**config.mk**
```make
export PLATFORM = sky130hd
export DESIGN_NAME = uart_frame_check
export DESIGN_NICKNAME = d
export VERILOG_FILES = /design/src/rtl/uart_rx_pkg.sv /design/src/rtl/sat_counter.sv /design/src/rtl/uart_frame_check.sv
export SDC_FILE = /design/constraint.sdc
export NUM_CORES = 1
export LEC_CHECK = 0
export CAP_MARGIN = 25
export CORE_MARGIN = 1
export CORE_UTILIZATION = 45
export CTS_CLUSTER_SIZE = 16
export DETAILED_ROUTE_END_ITERATION = 8
export GPL_TIMING_DRIVEN = 0
export HOLD_SLACK_MARGIN = 0.08
export PLACE_DENSITY = 0.69
export SYNTH_ARGS = -nofsm -noshare
export SYNTH_HDL_FRONTEND = slang
export SYNTH_SLANG_ARGS = --single-unit
```
**constraint.sdc**
```tcl
create_clock -name Clk -period 2.66 [get_ports Clk]
set_clock_uncertainty 0.2 [all_clocks]
set_input_delay 0.665 -clock Clk [delete_from_list [all_inputs] [get_ports Clk]]
set_output_delay 0.665 -clock Clk [all_outputs]
set_load 0.02 [all_outputs]
```
**src/rtl/uart_rx_pkg.sv**
```systemverilog
// Shared definitions for the UART receive path: FSM encoding, parity types
// and the legal parameter ranges of the frame checker.
package uart_rx_pkg;

    typedef enum logic [2:0] {
        ST_IDLE   = 3'd0,
        ST_START  = 3'd1,
        ST_DATA   = 3'd2,
        ST_PARITY = 3'd3,
        ST_STOP   = 3'd4
    } state_t;

    localparam logic PAR_EVEN = 1'b0;
    localparam logic PAR_ODD  = 1'b1;

    localparam int DATA_W_MIN    = 5;
    localparam int DATA_W_MAX    = 9;
    localparam int STOP_BITS_MIN = 1;
    localparam int STOP_BITS_MAX = 2;

endpackage

```
**src/rtl/sat_counter.sv**
```systemverilog
// Saturating event counter; a clear wins over a same-cycle increment.
module sat_counter #(
    parameter int W = 8
) (
    input  logic         Clk,
    input  logic         Rst,
    input  logic         i_inc,
    input  logic         i_clr,
    output logic [W-1:0] o_cnt
);

    // Count events, stick at all-ones, clear synchronously on request.
    always_ff @(posedge Clk or negedge Rst) begin
        if (!Rst)
            o_cnt <= '0;
        else if (i_clr)
            o_cnt <= '0;
        else if (i_inc && (o_cnt != {W{1'b1}}))
            o_cnt <= o_cnt + 1'b1;
    end

endmodule

```
**src/rtl/uart_frame_check.sv**
```systemverilog
// UART receive frame checker: walks start/data/parity/stop positions on each
// decided bit, deserialises the word, flags glitch/parity/stop errors and
// keeps saturating counts of each error type.
module uart_frame_check
    import uart_rx_pkg::*;
#(
    parameter int DATA_W    = 8,
    parameter int STOP_BITS = 1,
    parameter int ERR_CNT_W = 8
) (
    input  logic                 Clk,
    input  logic                 Rst,
    input  logic                 frame_start,
    input  logic                 bit_vld,
    input  logic                 sampled_bit,
    input  logic                 par_en,
    input  logic                 par_typ,
    input  logic                 clr_cnt,
    output logic [DATA_W-1:0]    data_out,
    output logic                 data_vld,
    output logic                 strt_glitch,
    output logic                 par_err,
    output logic                 stp_err,
    output logic                 busy,
    output logic [ERR_CNT_W-1:0] glitch_cnt,
    output logic [ERR_CNT_W-1:0] par_err_cnt,
    output logic [ERR_CNT_W-1:0] stp_err_cnt
);

    localparam int IDX_W = $clog2(DATA_W);

    state_t             r_state, w_state_nxt;
    logic [IDX_W-1:0]   r_bit_idx, w_bit_idx_nxt;
    logic [DATA_W-1:0]  r_shift, w_shift_nxt;
    logic               r_stop_idx, w_stop_idx_nxt;
    logic               r_par_fail, w_par_fail_nxt;
    logic               r_stp_fail, w_stp_fail_nxt;
    logic               r_par_en, r_par_typ;
    logic               w_latch;
    logic               w_stp_any;
    logic               w_glitch, w_par_ev, w_stp_ev, w_good;

    // Next-state and per-frame event decode; every non-IDLE move waits on bit_vld.
    always_comb begin
        w_state_nxt    = r_state;
        w_bit_idx_nxt  = r_bit_idx;
        w_shift_nxt    = r_shift;
        w_stop_idx_nxt = r_stop_idx;
        w_par_fail_nxt = r_par_fail;
        w_stp_fail_nxt = r_stp_fail;
        w_latch        = 1'b0;
        w_stp_any      = r_stp_fail | ~sampled_bit;
        w_glitch       = 1'b0;
        w_par_ev       = 1'b0;
        w_stp_ev       = 1'b0;
        w_good         = 1'b0;
        case (r_state)
            ST_IDLE: begin
                // A bit strobe coincident with frame_start belongs to no frame.
                if (frame_start) begin
                    w_state_nxt    = ST_START;
                    w_latch        = 1'b1;
                    w_par_fail_nxt = 1'b0;
                    w_stp_fail_nxt = 1'b0;
                end
            end
            ST_START: begin
                if (bit_vld) begin
                    if (sampled_bit) begin
                        w_glitch    = 1'b1;
                        w_state_nxt = ST_IDLE;
                    end else begin
                        w_state_nxt   = ST_DATA;
                        w_bit_idx_nxt = '0;
                    end
                end
            end
            ST_DATA: begin
                if (bit_vld) begin
                    w_shift_nxt = {sampled_bit, r_shift[DATA_W-1:1]};
                    if (r_bit_idx == IDX_W'(DATA_W-1)) begin
                        w_state_nxt    = r_par_en ? ST_PARITY : ST_STOP;
                        w_stop_idx_nxt = 1'b0;
                    end else begin
                        w_bit_idx_nxt = r_bit_idx + 1'b1;
                    end
                end
            end
            ST_PARITY: begin
                if (bit_vld) begin
                    if (sampled_bit != (^r_shift ^ r_par_typ))
                        w_par_fail_nxt = 1'b1;
                    w_state_nxt    = ST_STOP;
                    w_stop_idx_nxt = 1'b0;
                end
            end
            ST_STOP: begin
                if (bit_vld) begin
                    if (r_stop_idx == 1'(STOP_BITS-1)) begin
                        w_par_ev       = r_par_fail;
                        w_stp_ev       = w_stp_any;
                        w_good         = !r_par_fail && !w_stp_any;
                        w_par_fail_nxt = 1'b0;
                        w_stp_fail_nxt = 1'b0;
                        w_state_nxt    = ST_IDLE;
                    end else begin
                        w_stp_fail_nxt = w_stp_any;
                        w_stop_idx_nxt = r_stop_idx + 1'b1;
                    end
                end
            end
            default: w_state_nxt = ST_IDLE;
        endcase
    end

    // FSM and frame-tracking registers; reset drops any partial frame.
    always_ff @(posedge Clk or negedge Rst) begin
        if (!Rst) begin
            r_state    <= ST_IDLE;
            r_bit_idx  <= '0;
            r_shift    <= '0;
            r_stop_idx <= 1'b0;
            r_par_fail <= 1'b0;
            r_stp_fail <= 1'b0;
            r_par_en   <= 1'b0;
            r_par_typ  <= 1'b0;
        end else begin
            r_state    <= w_state_nxt;
            r_bit_idx  <= w_bit_idx_nxt;
            r_shift    <= w_shift_nxt;
            r_stop_idx <= w_stop_idx_nxt;
            r_par_fail <= w_par_fail_nxt;
            r_stp_fail <= w_stp_fail_nxt;
            if (w_latch) begin
                r_par_en  <= par_en;
                r_par_typ <= par_typ;
            end
        end
    end

    // Registered outputs: one-cycle event pulses, held data word, busy flag.
    always_ff @(posedge Clk or negedge Rst) begin
        if (!Rst) begin
            data_out    <= '0;
            data_vld    <= 1'b0;
            strt_glitch <= 1'b0;
            par_err     <= 1'b0;
            stp_err     <= 1'b0;
            busy        <= 1'b0;
        end else begin
            if (w_good)
                data_out <= r_shift;
            data_vld    <= w_good;
            strt_glitch <= w_glitch;
            par_err     <= w_par_ev;
            stp_err     <= w_stp_ev;
            busy        <= (w_state_nxt != ST_IDLE);
        end
    end

    sat_counter #(.W(ERR_CNT_W)) u_glitch_cnt (
        .Clk(Clk), .Rst(Rst), .i_inc(w_glitch), .i_clr(clr_cnt), .o_cnt(glitch_cnt)
    );
    sat_counter #(.W(ERR_CNT_W)) u_par_cnt (
        .Clk(Clk), .Rst(Rst), .i_inc(w_par_ev), .i_clr(clr_cnt), .o_cnt(par_err_cnt)
    );
    sat_counter #(.W(ERR_CNT_W)) u_stp_cnt (
        .Clk(Clk), .Rst(Rst), .i_inc(w_stp_ev), .i_clr(clr_cnt), .o_cnt(stp_err_cnt)
    );

endmodule

```
==> parameters.txt <==
Parameter                              Value

Timing
  Final-report max-slew violation count ... 0
  Relative max-transition margin ... 0.654
  Actual slew at the worst max-slew pin ... 515 ps
  Hold violation count in the final report ... 0
  Achievable frequency ... 0.420 GHz
  Final number of setup-violating endpoints ... 0
  Setup repair after global routing missed its margin ... no
  Clock period minus worst slack ... 2380 ps
  Setup TNS after final layout ... 0 ps
  Final worst path period share ... 0.895
  Post-route worst hold slack ... 314 ps

Synthesis
  Number of unique standard cell types used by synthesis ... 46
  Mapped cell area ... 2660 um2
  Seq/Total Area, Yosys ... 0.508
  Post-synthesis instance total ... 237
  Count of flip-flops with a built-in enable after synthesis ... 0
  Share of synthesized flip-flops with an asynchronous set or reset ... 1.00
  Count of warnings emitted by yosys ... 0
  Most instantiated flip-flop cell in the synthesis netlist ... sky130_fd_sc_hd__dfrtp_1
  Syn Nets ... 250
  Flip-flop and latch count after synthesis ... 54
  Per-instance average area after synthesis ... 11.2 um2

Clock network
  Clk slew on worst S/H paths ... 90 ps
  Later-pin clock latency in the skew report ... 310 ps
  Clock tree from TritonCTS ... done
  Sinks on the clock net ... 54
  Maximum clock path buffer count ... 2
  Level count of the clock H-tree ... 2
  CTS Buf Count ... 5
  Clock tree root driver cell ... sky130_fd_sc_hd__clkbuf_8

Floorplanning
  Vertical die dimension ... 78.9 um
  Die area ... 6220 um2
  Number of placed I/O pins ... 45
  Die W ... 78.9 um
  Number of cell rows ... 27
  Initial standard-cell utilization of the core ... 0.474
  Core ar. ... 5610 um2

Worst setup path
  Depth of the worst register-to-register path ... 5
  Launching element type of the critical path ... primary input
  Critical path required time ... 2650 ps
  Critical path arrival ... 2370 ps
  Crit Path Category ... primary input to flip-flop
  Largest stage delay on the critical path ... 500 ps
  Critical-path top delay cell ... sky130_fd_sc_hd__nor4_1
  Endpoint of the worst register-to-register path ... u_stp_cnt.o_cnt[3]
  Worst setup EP type ... flip-flop
  CP max FO ... 10
  Worst-path cell chain ... clkdlybuf4s50_1 > buf_2 > nand3b_1 > nor4_1 > nor4bb_1 > nor3_1
  Source of the worst register-to-register timing path ... u_stp_cnt.o_cnt[0]
  Register-to-Register Setup Slack ... 700 ps

Power and ir drop
  Internal power summed over all cells ... 1.58 mW
  Sw frac ... 0.294
  Clock network fraction of design power ... 0.241
  Static leakage ... 1.39 nW
  Sequential Power Share ... 0.465
  Largest vdd supply drop ... 0.563 mV
  Portion of total power attributed to combinational logic ... 0.294
  Power Dens Cells ... 677 nW/um2
  Net load switching power ... 0.660 mW

Layout
  Total area of multi-input combinational cells ... 1230 um2
  Most frequent standard cell in the layout excluding fill and tap cells ... sky130_fd_sc_hd__dfrtp_1
  Register area ... 1350 um2
  Fin util ... 0.591
  Share of post-route cells with drive strength above 1 ... 0.155
  Count of fill cells added during filler insertion ... 491
  Commonest non-fill, non-tap cells in the layout ... 54 x sky130_fd_sc_hd__dfrtp_1, 42 x sky130_fd_sc_hd__clkdlybuf4s50_1, 18 x sky130_fd_sc_hd__mux2_2, 16 x sky130_fd_sc_hd__a21oi_1, 15 x sky130_fd_sc_hd__nor2_1
  Final Net Count ... 302
  Cell Count, Final, Fillers Out ... 362
  Ant diodes ... 0
  Area grow syn2layout ... 24.6%

Drt
  First drt pass iteration count ... 4
  Via Count ... 1968
  Detailed-route wire length per cell ... 13.9 um
  Final WL ... 5050 um
  DRC ... 0
  Routed via count divided by cell count ... 5.44
  Initial detailed-routing violation count ... 135
  Number of routed nets with antenna violations ... 0

Place
  Cells after DPL ... 353
  Final HPWL from detailed placement ... 3640 um
  Gp weighted congestion ... 0.784
  I/O Buffers ... 43

Hold path
  Terminating pin of the worst hold path ... data_out[2]
  Class of the most critical hold timing path ... flip-flop to flip-flop
  Hold path start ... data_out[2]
  Min-Delay Path Depth ... 1

GRT
  Via count of the first global-routing pass ... 1916
  Maximum number of pins on one net before global-route repair ... 41
  GRT Residual Overflow ... 0
  Global-route wire length before repair ... 8850 um
  Overall routing resource usage ... 0.182
  Antenna violations before repair ... 0

Run
  Max cap viols ... 0

Run status
  Status ... finished, final reports clean
state kept, by name, summed over array words and instances (netlist names):
name,count
busy,1
data_out,8
data_vld,1
par_err,1
r_bit_idx,3
r_par_en,1
r_par_fail,1
r_par_typ,1
r_shift,8
r_state,3
stp_err,1
strt_glitch,1
u_glitch_cnt.o_cnt,8
u_par_cnt.o_cnt,8
u_stp_cnt.o_cnt,8
how the worst max path moves through the flow:
| stage | start | slack (ps) | depth (start not counted) | endpoint |
|---|---|---|---|---|
| after global routing | sampled_bit | 110 | 6 | u_glitch_cnt.o_cnt[7] |
| after floorplan | bit_vld | 630 | 5 | r_shift[0] |
| final | sampled_bit | 280 | 6 | u_glitch_cnt.o_cnt[7] |
| after CTS | sampled_bit | 290 | 6 | u_glitch_cnt.o_cnt[7] |
| after global placement | Rst | -950 | 1 | r_bit_idx[1] |
| after detailed placement | sampled_bit | -40 | 6 | u_glitch_cnt.o_cnt[7] |
critical path, delay by kind of cell:
kind	cells	cell delay [ps]
and+or+nand+nor	4	960
buffers and inverters	2	740
per-layer routing:
metal	track usage	share of wire	vias up
met5	0	0	-
met4	0.0636	0.011	0
met3	0.0414	0.044	6
met2	0.299	0.47	41
met1	0.236	0.48	951
li1	-	-	970
logic make-up after synthesis:
| family | synth area share |
|---|---|
| and+or+nand+nor | 0.186 |
| DFF | 0.508 |
| AOI/OAI and AO/OA | 0.114 |
| muxes | 0.0913 |
| buffers and inverters | 0.0282 |
| xor gates and xnor gates | 0.0480 |
| adders and majority gates | 0.0235 |
power groups by stage:
stage | logic, mW | clock network (mW) | registers, mW
2_1_floorplan | 0.466 | 0 | 1.07
3_3_place_gp | 0.649 | 0 | 1.06
3_5_place_dp | 0.660 | 0 | 1.06
4_1_cts | 0.664 | 0.566 | 1.05
5_1_grt | 0.718 | 0.598 | 1.06
6_report | 0.659 | 0.540 | 1.04
through the flow:
stage	worst slack, ps	total power [mW]	instance area, um2
after floorplan	634	1.54	2660
after detailed placement	-44.7	1.72	3190
after global routing	105	2.38	3310
after global placement	-945	1.70	3180
final	280	2.24	3310
after CTS	291	2.28	3310
synth_stat cells (all sizes together), types with 3 or more instances:
library cell / instances / area [um2]
or4: 3 / 22.5
mux2: 18 / 203
inv: 7 / 26.3
ha: 5 / 62.6
nand4: 4 / 25.0
o31ai: 4 / 30.0
xnor2: 10 / 87.6
a21oi: 16 / 80.1
o21ai: 13 / 65.1
nand3: 9 / 45.0
a211oi: 4 / 35.0
dfrtp: 54 / 1350
buf: 6 / 41.3
and4: 3 / 26.3
mux2i: 4 / 40.0
nor3: 8 / 40.0
nand3b: 4 / 30.0
or3: 6 / 37.5
nand2: 13 / 48.8
nor2: 16 / 62.6
layout make-up:
| cell class | instances | share of cell area |
|---|---|---|
| flip-flops and latches | 54 | 0.408 |
| multi-input cells | 168 | 0.372 |
| repair buffers | 45 | 0.138 |
| well taps | 72 | 0.0272 |
| clock buffers | 5 | 0.0208 |
| plain buffers | 8 | 0.0147 |
| clock inverters | 3 | 0.0121 |
| inverters | 7 | 0.00793 |
repair_timing:
item,in CTS,in global routing
hold buffers,1,0
setup buffers,0,0
hold endpoints to repair,14,0
resized for setup,0,0
Power figures use the tool's default switching activity.
